<file path="config.mk">
export PLATFORM = sky130hd
export DESIGN_NAME = tns_decoder_03
export DESIGN_NICKNAME = d
export VERILOG_FILES = /design/src/rtl/tns_decoder_03.sv
export SDC_FILE = /design/constraint.sdc
export NUM_CORES = 1
export LEC_CHECK = 0
export ABC_AREA = 1
export ABC_CLOCK_PERIOD_IN_PS = 2750
export CAP_MARGIN = 20
export CORE_MARGIN = 1
export CORE_UTILIZATION = 54
export CTS_CLUSTER_SIZE = 10
export DETAILED_ROUTE_END_ITERATION = 10
export GPL_ROUTABILITY_DRIVEN = 0
export PLACE_DENSITY_LB_ADDON = 0.2
export SYNTH_ARGS = -nofsm -noshare
export SYNTH_HDL_FRONTEND = slang
export SYNTH_SLANG_ARGS = --single-unit
</file>
<file path="constraint.sdc">
create_clock -name clock -period 2.75 [get_ports clock]
set_input_delay 0.55 -clock clock [delete_from_list [all_inputs] [get_ports clock]]
set_output_delay 0.55 -clock clock [all_outputs]
set_load 0.03 [all_outputs]
</file>
<file path="src/rtl/tns_decoder_03.sv">
// Receive-side TNS decoder: a two-stage pipeline that rebuilds the data value as a weighted
// sum of the 3-bit codeword and flags adjacent-wire opposite transitions between valid words.
module tns_decoder_03 #(
  parameter int DLEN = 3,
  parameter int WA   = 3,
  parameter int WB   = 2,
  parameter int CNTW = 8
) (
  input  logic            clock,
  input  logic            rst_n,
  input  logic [2:0]      codein,
  input  logic            valid_in,
  input  logic            clr_count,
  output logic [DLEN-1:0] dataout,
  output logic            valid_out,
  output logic            xt_flag,
  output logic [CNTW-1:0] xt_count
);

  localparam logic [DLEN-1:0] W_A = DLEN'(WA);
  localparam logic [DLEN-1:0] W_B = DLEN'(WB);
  localparam logic [CNTW-1:0] CNT_MAX = {CNTW{1'b1}};

  logic [2:0]      r_s1_code;
  logic            r_s1_v;
  logic [2:0]      r_prev_code;
  logic            r_prev_v;
  logic [DLEN-1:0] r_dataout;
  logic            r_valid_out;
  logic            r_xt_flag;
  logic [CNTW-1:0] r_xt_count;

  logic [DLEN-1:0] w_sum;
  logic            w_flag;
  logic [CNTW-1:0] w_count_next;

  // A wire pair toggles in opposite directions when it goes 01->10 or 10->01.
  function automatic logic f_pair_xt(input logic [1:0] p, input logic [1:0] c);
    return ((p == 2'b01) && (c == 2'b10)) || ((p == 2'b10) && (c == 2'b01));
  endfunction

  function automatic logic f_violation(input logic [2:0] p, input logic [2:0] c);
    return f_pair_xt(p[2:1], c[2:1]) | f_pair_xt(p[1:0], c[1:0]);
  endfunction

  // Weighted decode, crosstalk detection and next counter value for the word in S1.
  always_comb begin
    w_sum        = {DLEN{1'b0}};
    w_flag       = 1'b0;
    w_count_next = r_xt_count;
    w_sum = (r_s1_code[2] ? W_A : {DLEN{1'b0}})
          + (r_s1_code[1] ? W_B : {DLEN{1'b0}})
          + {{(DLEN-1){1'b0}}, r_s1_code[0]};
    w_flag = r_s1_v & r_prev_v & f_violation(r_prev_code, r_s1_code);
    if (clr_count) begin
      w_count_next = {CNTW{1'b0}};
    end else if (w_flag && (r_xt_count != CNT_MAX)) begin
      w_count_next = r_xt_count + {{(CNTW-1){1'b0}}, 1'b1};
    end else begin
      w_count_next = r_xt_count;
    end
  end

  // Input capture stage.
  always_ff @(posedge clock or negedge rst_n) begin
    if (!rst_n) begin
      r_s1_code <= 3'b000;
      r_s1_v    <= 1'b0;
    end else begin
      r_s1_code <= codein;
      r_s1_v    <= valid_in;
    end
  end

  // Output stage; bubbles keep dataout and the comparison reference unchanged.
  always_ff @(posedge clock or negedge rst_n) begin
    if (!rst_n) begin
      r_dataout   <= {DLEN{1'b0}};
      r_valid_out <= 1'b0;
      r_xt_flag   <= 1'b0;
      r_prev_code <= 3'b000;
      r_prev_v    <= 1'b0;
    end else if (r_s1_v) begin
      r_dataout   <= w_sum;
      r_valid_out <= 1'b1;
      r_xt_flag   <= w_flag;
      r_prev_code <= r_s1_code;
      r_prev_v    <= 1'b1;
    end else begin
      r_valid_out <= 1'b0;
      r_xt_flag   <= 1'b0;
    end
  end

  // Saturating violation counter; clear wins over a same-edge increment.
  always_ff @(posedge clock or negedge rst_n) begin
    if (!rst_n) begin
      r_xt_count <= {CNTW{1'b0}};
    end else begin
      r_xt_count <= w_count_next;
    end
  end

  assign dataout   = r_dataout;
  assign valid_out = r_valid_out;
  assign xt_flag   = r_xt_flag;
  assign xt_count  = r_xt_count;

endmodule

</file>
==> metrics.md, run 1 <==
| Metric | Value |
|---|---|
| Core Box Area | `1780 µm²` |
| Seq/Total Area, Yosys | `0.492` |
| CTS H-tree depth | `1` |
| Root Buffer | `clkbuf_4` |
| Crit path max-delay family | `buffers and inverters` |
| Initial Util | `0.599` |
| Slew @ Worst Pin | `342 ps` |
| Rows | `15` |
| # fillers | `145` |
| Grt total ovfl | `0` |
| Post-synthesis compound-gate area fraction | `0.0328` |
| Antenna violations before repair | `0` |
| Worst min path class | `reg -> reg` |
| Seq cells post-synth | `21` |
| CTS tree | `built` |
| Outcome | `complete, no violations` |
| Ys flop type | `dfrtp_1` |
| Power Dens Cells | `between 400 and 500 nW/µm²` |
| Synth Instances | `132` |
| Synth warn | `0` |
| Largest fanout on the critical path | `6` |
| Netlist cell types | `20` |
| Mean Syn Cell Area | `slightly above 8 µm²` |
| Setup crit end kind | `output port` |
| Dominant cell type by area after synthesis | `dfrtp_1` |
| Final setup viols | `0` |
| Mux cell area share after synthesis | `0` |
| Slowest CP cell | `clkdlybuf4s50_1` |
| Crit. path cell count | `1` |
| Rel. slew slack | `0.771` |
| Critical path arrival | `1510 ps` |
| Area Growth Syn to Fin | `23.1%` |
| Hold Fails Final Rpt | `0` |
| R2R cell count | `10` |
| Synthesized cell area | `1070 µm²` |
| Async SR Flop Fraction | `1.00` |
| Startpoint Class | `register` |
| Lkg Pwr | `0.657 nW` |
| Worst setup path category | `reg -> out` |
| Number of global-route vias before repair | `about 730` |
| Most common cell in the synthesized netlist | `nand2_1` |
| Hold_buf cts | `0` |
| Post-synthesis simple-gate area fraction | `0.324` |
| Area of the die | `2160 µm²` |
| Vias/cell | `4.93` |
| Antenna Cells | `0` |
| 1st-iter DRT viols | `32` |
| Max-slew violation count | `0` |
| Postcts setup bufs | `0` |
| Critical path's largest stage delay | `720 ps` |
| CP cell instances | `clkdlybuf4s50_1` |
| Die Ht | `46.5 µm` |
| Number of flops mapped to enable cells by yosys | `0` |
| Fmax | `486 MHz` |
| CP Capture Point | `xt_count[3]` |
| Largest family of logic cells by synthesized area | `simple AND/OR/NAND/NOR gates` |
| DRT antenna net count | `0` |
| Data required, critical path | `~2200 ps` |
| Post-layout min period | `2060 ps` |
| Worst vdd ir | `~0.50 mV` |
| Largest net degree at the start of global routing | `22` |
| Post-synthesis xor/xnor area fraction | `0.0164` |
| Worst reg-to-reg setup slack | `1310 ps` |
| Port Buffers | `19` |
| Crit path buffers/inverters | `1` |
| Reg-to-Reg End | `xt_count[3]` |
| Synth Net Count | `144` |
| Reg-to-Reg Start | `r_s1_code[1]` |
| Vias | `a little under 900` |
| CTS resizes | `0` |
| Clock-pin slew on the worst setup and hold paths | `120 ps` |
| First-pass GRT wire length | `between 3000 and 4000 µm` |
| Adder-Cell Fraction of Synth Area | `0.0657` |
| Layout Nets | `167` |
| Ports | `20` |
| Top cell type's share of synthesized area | `0.492` |
| Clock Sinks | `21` |
| RSZ-0062 raised after global routing | `no` |
| CTS max path bufs | `2` |
| Wire length per cell | `11.0 µm` |
| Worst Skew | `between 4 and 5 ps` |
| DRC | `0` |
| Max-Cap Viols | `0` |
| Top post-synthesis cells by area | `dfrtp_1, nand2_1, inv_1` |
| Final WL | `1980 µm` |
| Final WS setup | `~690 ps` |
| Die W | `roughly 46 µm` |
| GR Util All Layers | `0.214` |
| CTS buffer count | `3` |
| DRT Pass-1 Iters | `4` |
| Skew-Pair Late Insertion Delay | `around 310 ps` |
| Post-synth top cells | `nand2_1, dfrtp_1, inv_1, nand3_1, nor2_1` |
| Setup total negative slack | `0 ps` |
| Place WS | `773 ps` |
| Worst setup startpoint | `xt_count[3]` |
| Share of the clock period used by the worst path | `0.749` |
| Layout cell share with drive strength beyond 1 | `0.0714` |
| HPWL Detailed | `1450 µm` |
[metal layers]
metal,global-route usage,vias up,wire length [µm]
met2,0.300,25,922
li1,-,451,-
met3,0.0471,4,74
met4,0.124,0,40
met5,0,-,0
met1,0.301,403,940
[cells in the final DEF, fill, tap and decap left out, drive strengths merged]
cell type	instances
nand3	12
fa	1
nor2	10
buf	1
nor3	4
or2	1
a21oi	2
dfrtp	21
o21ai	5
inv	16
clkdlybuf4s50	19
nand2	50
clkinv	2
ha	4
xor2	2
nand4	1
clkbuf	3
[registers in the layout, summed over array words and instances, names as in the netlist]
| register | flops |
|---|---|
| dataout | 3 |
| xt_flag | 1 |
| r_s1_v | 1 |
| r_s1_code | 3 |
| xt_count | 8 |
| r_prev_v | 1 |
| valid_out | 1 |
| r_prev_code | 3 |
[layout make-up]
| type | count | area (µm²) | area share |
|---|---|---|---|
| Sequential cell | 21 | 526 | 0.400 |
| Multi-Input combinational cell | 92 | 468 | 0.356 |
| Timing Repair Buffer | 20 | 198 | 0.150 |
| Inverter | 17 | 63.8 | 0.0486 |
| Tap cell | 25 | 31.3 | 0.0238 |
| Clock buffer | 3 | 22.5 | 0.0171 |
| Clock inverter | 1 | 5.00 | 0.00381 |
[worst min path at each step]
stage / slack [ps] / cells past startpoint / start / endpoint
final: 490 / 1 / r_prev_v / r_prev_v
after global routing: 500 / 1 / r_prev_v / r_prev_v
after CTS: 490 / 1 / r_prev_v / r_prev_v
after detailed placement: 460 / 1 / r_prev_v / r_prev_v
after global placement: 460 / 2 / dataout[0] / dataout[0]
after floorplan: 250 / 0 / rst_n / dataout[0]
[kinds of logic (layout without fill, tap and decap cells)]
family	after synthesis	in the layout
and+or+nand+nor	78	78
DFF	21	21
buffers and inverters	19	41
AOI/OAI and AO/OA	7	7
adders and majority gates	5	5
xor gates and xnor gates	2	2
[stage by stage]
step           area (µm²)   util  cells  hold WS (ps)  total power [W]
6_report             1310  0.737    179           488         0.000649
3_3_place_gp         1290  0.721    175           455         0.000495
2_1_floorplan        1070      -    132           254         0.000440
5_1_grt              1310  0.737    179           501         0.000683
3_5_place_dp         1290  0.721    175           458         0.000502
4_1_cts              1310  0.737    179           489         0.000655
[power breakdown]
group | internal [W] | switching (W) | total (W) | leakage [nW]
Sequential | 0.000331 | 0.0000218 | 0.000353 | 0.263
Combinational | 0.0000570 | 0.0000871 | 0.000144 | 0.376
Clock | 0.0000544 | 0.0000976 | 0.000152 | 0.0177
[worst reg2reg max path, stage by stage (launching register included)]
cell and delay [ps]:
dfrtp_1 430, inv_1 140, ha_1 160, nand2_1 50, nand2_1 50, nand2_1 60, nand2_1 100, nand3_4 140
nand2_4 140, nand2_1 70, nand2_1 60
Note: power is estimated with default switching activity, not from simulation.
==> run 2, diff against run 1 <==
--- a/config.mk
+++ b/config.mk
@@ -6,10 +6,10 @@
 export NUM_CORES = 1
 export LEC_CHECK = 0
 export ABC_AREA = 1
-export ABC_CLOCK_PERIOD_IN_PS = 2750
+export ABC_CLOCK_PERIOD_IN_PS = 2000
 export CAP_MARGIN = 20
 export CORE_MARGIN = 1
-export CORE_UTILIZATION = 54
+export CORE_UTILIZATION = 50
 export CTS_CLUSTER_SIZE = 10
 export DETAILED_ROUTE_END_ITERATION = 10
 export GPL_ROUTABILITY_DRIVEN = 0
==> constraint.sdc (replaced) <==
create_clock -name clock -period 2 [get_ports clock]
set_input_delay 0.4 -clock clock [delete_from_list [all_inputs] [get_ports clock]]
set_output_delay 0.4 -clock clock [all_outputs]
set_load 0.03 [all_outputs]
==> metrics.md, run 2 (synthesis results as in run 1) <==
| Metric | Value |
|---|---|
| Antenna Cells | `0` |
| Area Growth Syn to Fin | `23.2%` |
| Wire length per cell | `~11 µm` |
| Outcome | `complete, no violations` |
| 1st-iter DRT viols | `8` |
| Reg-to-Reg End | `xt_count[0]` |
| Worst Skew | `1.51 ps` |
| HPWL Detailed | `1580 µm` |
| Worst setup path category | `reg -> out` |
| Die Ht | `just under 50 µm` |
| Most common cell after layout, fill and taps aside | `nand2_1` |
| Final Non-Filler Cells | `between 150 and 200` |
| RSZ-0062 raised after global routing | `no` |
| CTS buffer count | `3` |
| Multi-input gate area | `468 µm²` |
| FF+latch area | `526 µm²` |
| Lkg Pwr | `0.654 nW` |
| Max-Cap Viols | `0` |
| Root Buffer | `clkbuf_4` |
| Commonest non-fill, non-tap cells in the layout | `nand2_1, dfrtp_1, clkdlybuf4s50_1` |
| Setup total negative slack | `0 ps` |
| Area of the die | `2320 µm²` |
| Worst min path class | `in -> async` |
| Layout Nets | `167` |
| Die W | `48.2 µm` |
| Crit path buffers/inverters | `1` |
| DP Area | `1290 µm²` |
| Setup crit end kind | `output port` |
| Design area | `roughly 1300 µm²` |
| Rows | `16` |
| Postcts setup bufs | `0` |
| CTS H-tree depth | `1` |
| Critical path arrival | `1510 ps` |
| Slowest CP cell | `clkdlybuf4s50_1` |
| Share of the clock period used by the worst path | `0.954` |
| Worst vdd ir | `around 0.53 mV` |
| Fmax | `524 MHz` |
| CTS resizes | `0` |
| Ports | `20` |
| Post-layout min period | `1910 ps` |
| Max reg flops | `8` |
| Worst reg-to-reg setup slack | `540 ps` |
| Grt total ovfl | `0` |
| CP cell instances | `clkdlybuf4s50_1` |
| Placed insts | `177` |
| Rel. slew slack | `0.788` |
| Vias/cell | `4.93` |
| Hold Fails Final Rpt | `0` |
| Antenna violations before repair | `0` |
| Clock Sinks | `21` |
| Port Buffers | `19` |
| Crit path max-delay family | `buffers and inverters` |
| Slew @ Worst Pin | `about 320 ps` |
| First-pass GRT wire length | `about 3300 µm` |
| Startpoint Class | `register` |
| DRT antenna net count | `0` |
| Largest fanout on the critical path | `6` |
| # fillers | `168` |
| Final WL | `2060 µm` |
| DRT Pass-1 Iters | `4` |
| Crit. path cell count | `1` |
| Final setup viols | `0` |
| Number of global-route vias before repair | `831` |
| CTS max path bufs | `2` |
| Largest net degree at the start of global routing | `22` |
| Total power | `0.000874 W` |
| Core Box Area | `1980 µm²` |
| GR Util All Layers | `0.210` |
| R2R cell count | `10` |
| Skew-Pair Late Insertion Delay | `290 ps` |
| Vias | `just under 900` |
| Post-layout util | `0.664` |
| Reg-to-Reg Start | `r_s1_code[1]` |
| Max-slew violation count | `0` |
| Data required, critical path | `1600 ps` |
| DRC | `0` |
| Hold_buf cts | `0` |
| Layout cell share with drive strength beyond 1 | `0.0649` |
| Clock-pin slew on the worst setup and hold paths | `110 ps` |
| Initial Util | `0.539` |
| Critical path's largest stage delay | `a little over 700 ps` |
| CTS tree | `built` |
| Power Dens Cells | `664 nW/µm²` |
[run 2: cell count changes in the layout (fill, tap and decap cells not counted)]
| cell | before | now |
|---|---|---|
| clkbuf_1 | 0 | 1 |
| clkinv_2 | 1 | 0 |
[run 2: worst max-delay path by stage]
stage | startpoint | to
2_1_floorplan | xt_count[0] | xt_count[0]
3_3_place_gp | clr_count | xt_count[6]
3_5_place_dp | clr_count | xt_count[6]
4_1_cts | xt_count[3] | xt_count[3]
5_1_grt | xt_count[3] | xt_count[3]
6_report | xt_count[3] | xt_count[3]
[run 2: where the power goes]
| part | total, W | internal, W | switching, W |
|---|---|---|---|
| Combinational | 0.000195 | 0.0000781 | 0.000117 |
| Sequential | 0.000485 | 0.000455 | 0.0000305 |
| Clock | 0.000194 | 0.0000775 | 0.000116 |
[run 2: per-stage QoR]
step	worst slack [ps]	hold slack, ps
after floorplan	527	104
after global placement	296	455
after detailed placement	211	462
after CTS	79.1	445
after global routing	5.71	471
final	91.3	444
[run 2: routing by layer]
metal | share of wire | GRT usage | up-vias
met5 | 0 | 0 | -
met4 | 0.015 | 0.106 | 0
met3 | 0.024 | 0.0444 | 4
met2 | 0.54 | 0.397 | 13
met1 | 0.42 | 0.215 | 424
li1 | - | - | 452
[run 2: area by class of cell]
cell class | instances | share of cell area
tap | 27 | 0.0257
multi-input combinational | 92 | 0.356
sequential | 21 | 0.400
timing repair buffer | 20 | 0.150
inverter | 17 | 0.0485
clock buffer | 4 | 0.0200
==> run 3, diff against run 2 <==
--- a/config.mk
+++ b/config.mk
@@ -14,6 +14,7 @@
 export DETAILED_ROUTE_END_ITERATION = 10
 export GPL_ROUTABILITY_DRIVEN = 0
 export PLACE_DENSITY_LB_ADDON = 0.2
+export SLEW_MARGIN = 15
 export SYNTH_ARGS = -nofsm -noshare
 export SYNTH_HDL_FRONTEND = slang
 export SYNTH_SLANG_ARGS = --single-unit
==> results of run 3 <==
Final layout, timing and power as in run 2 (identical DEF).
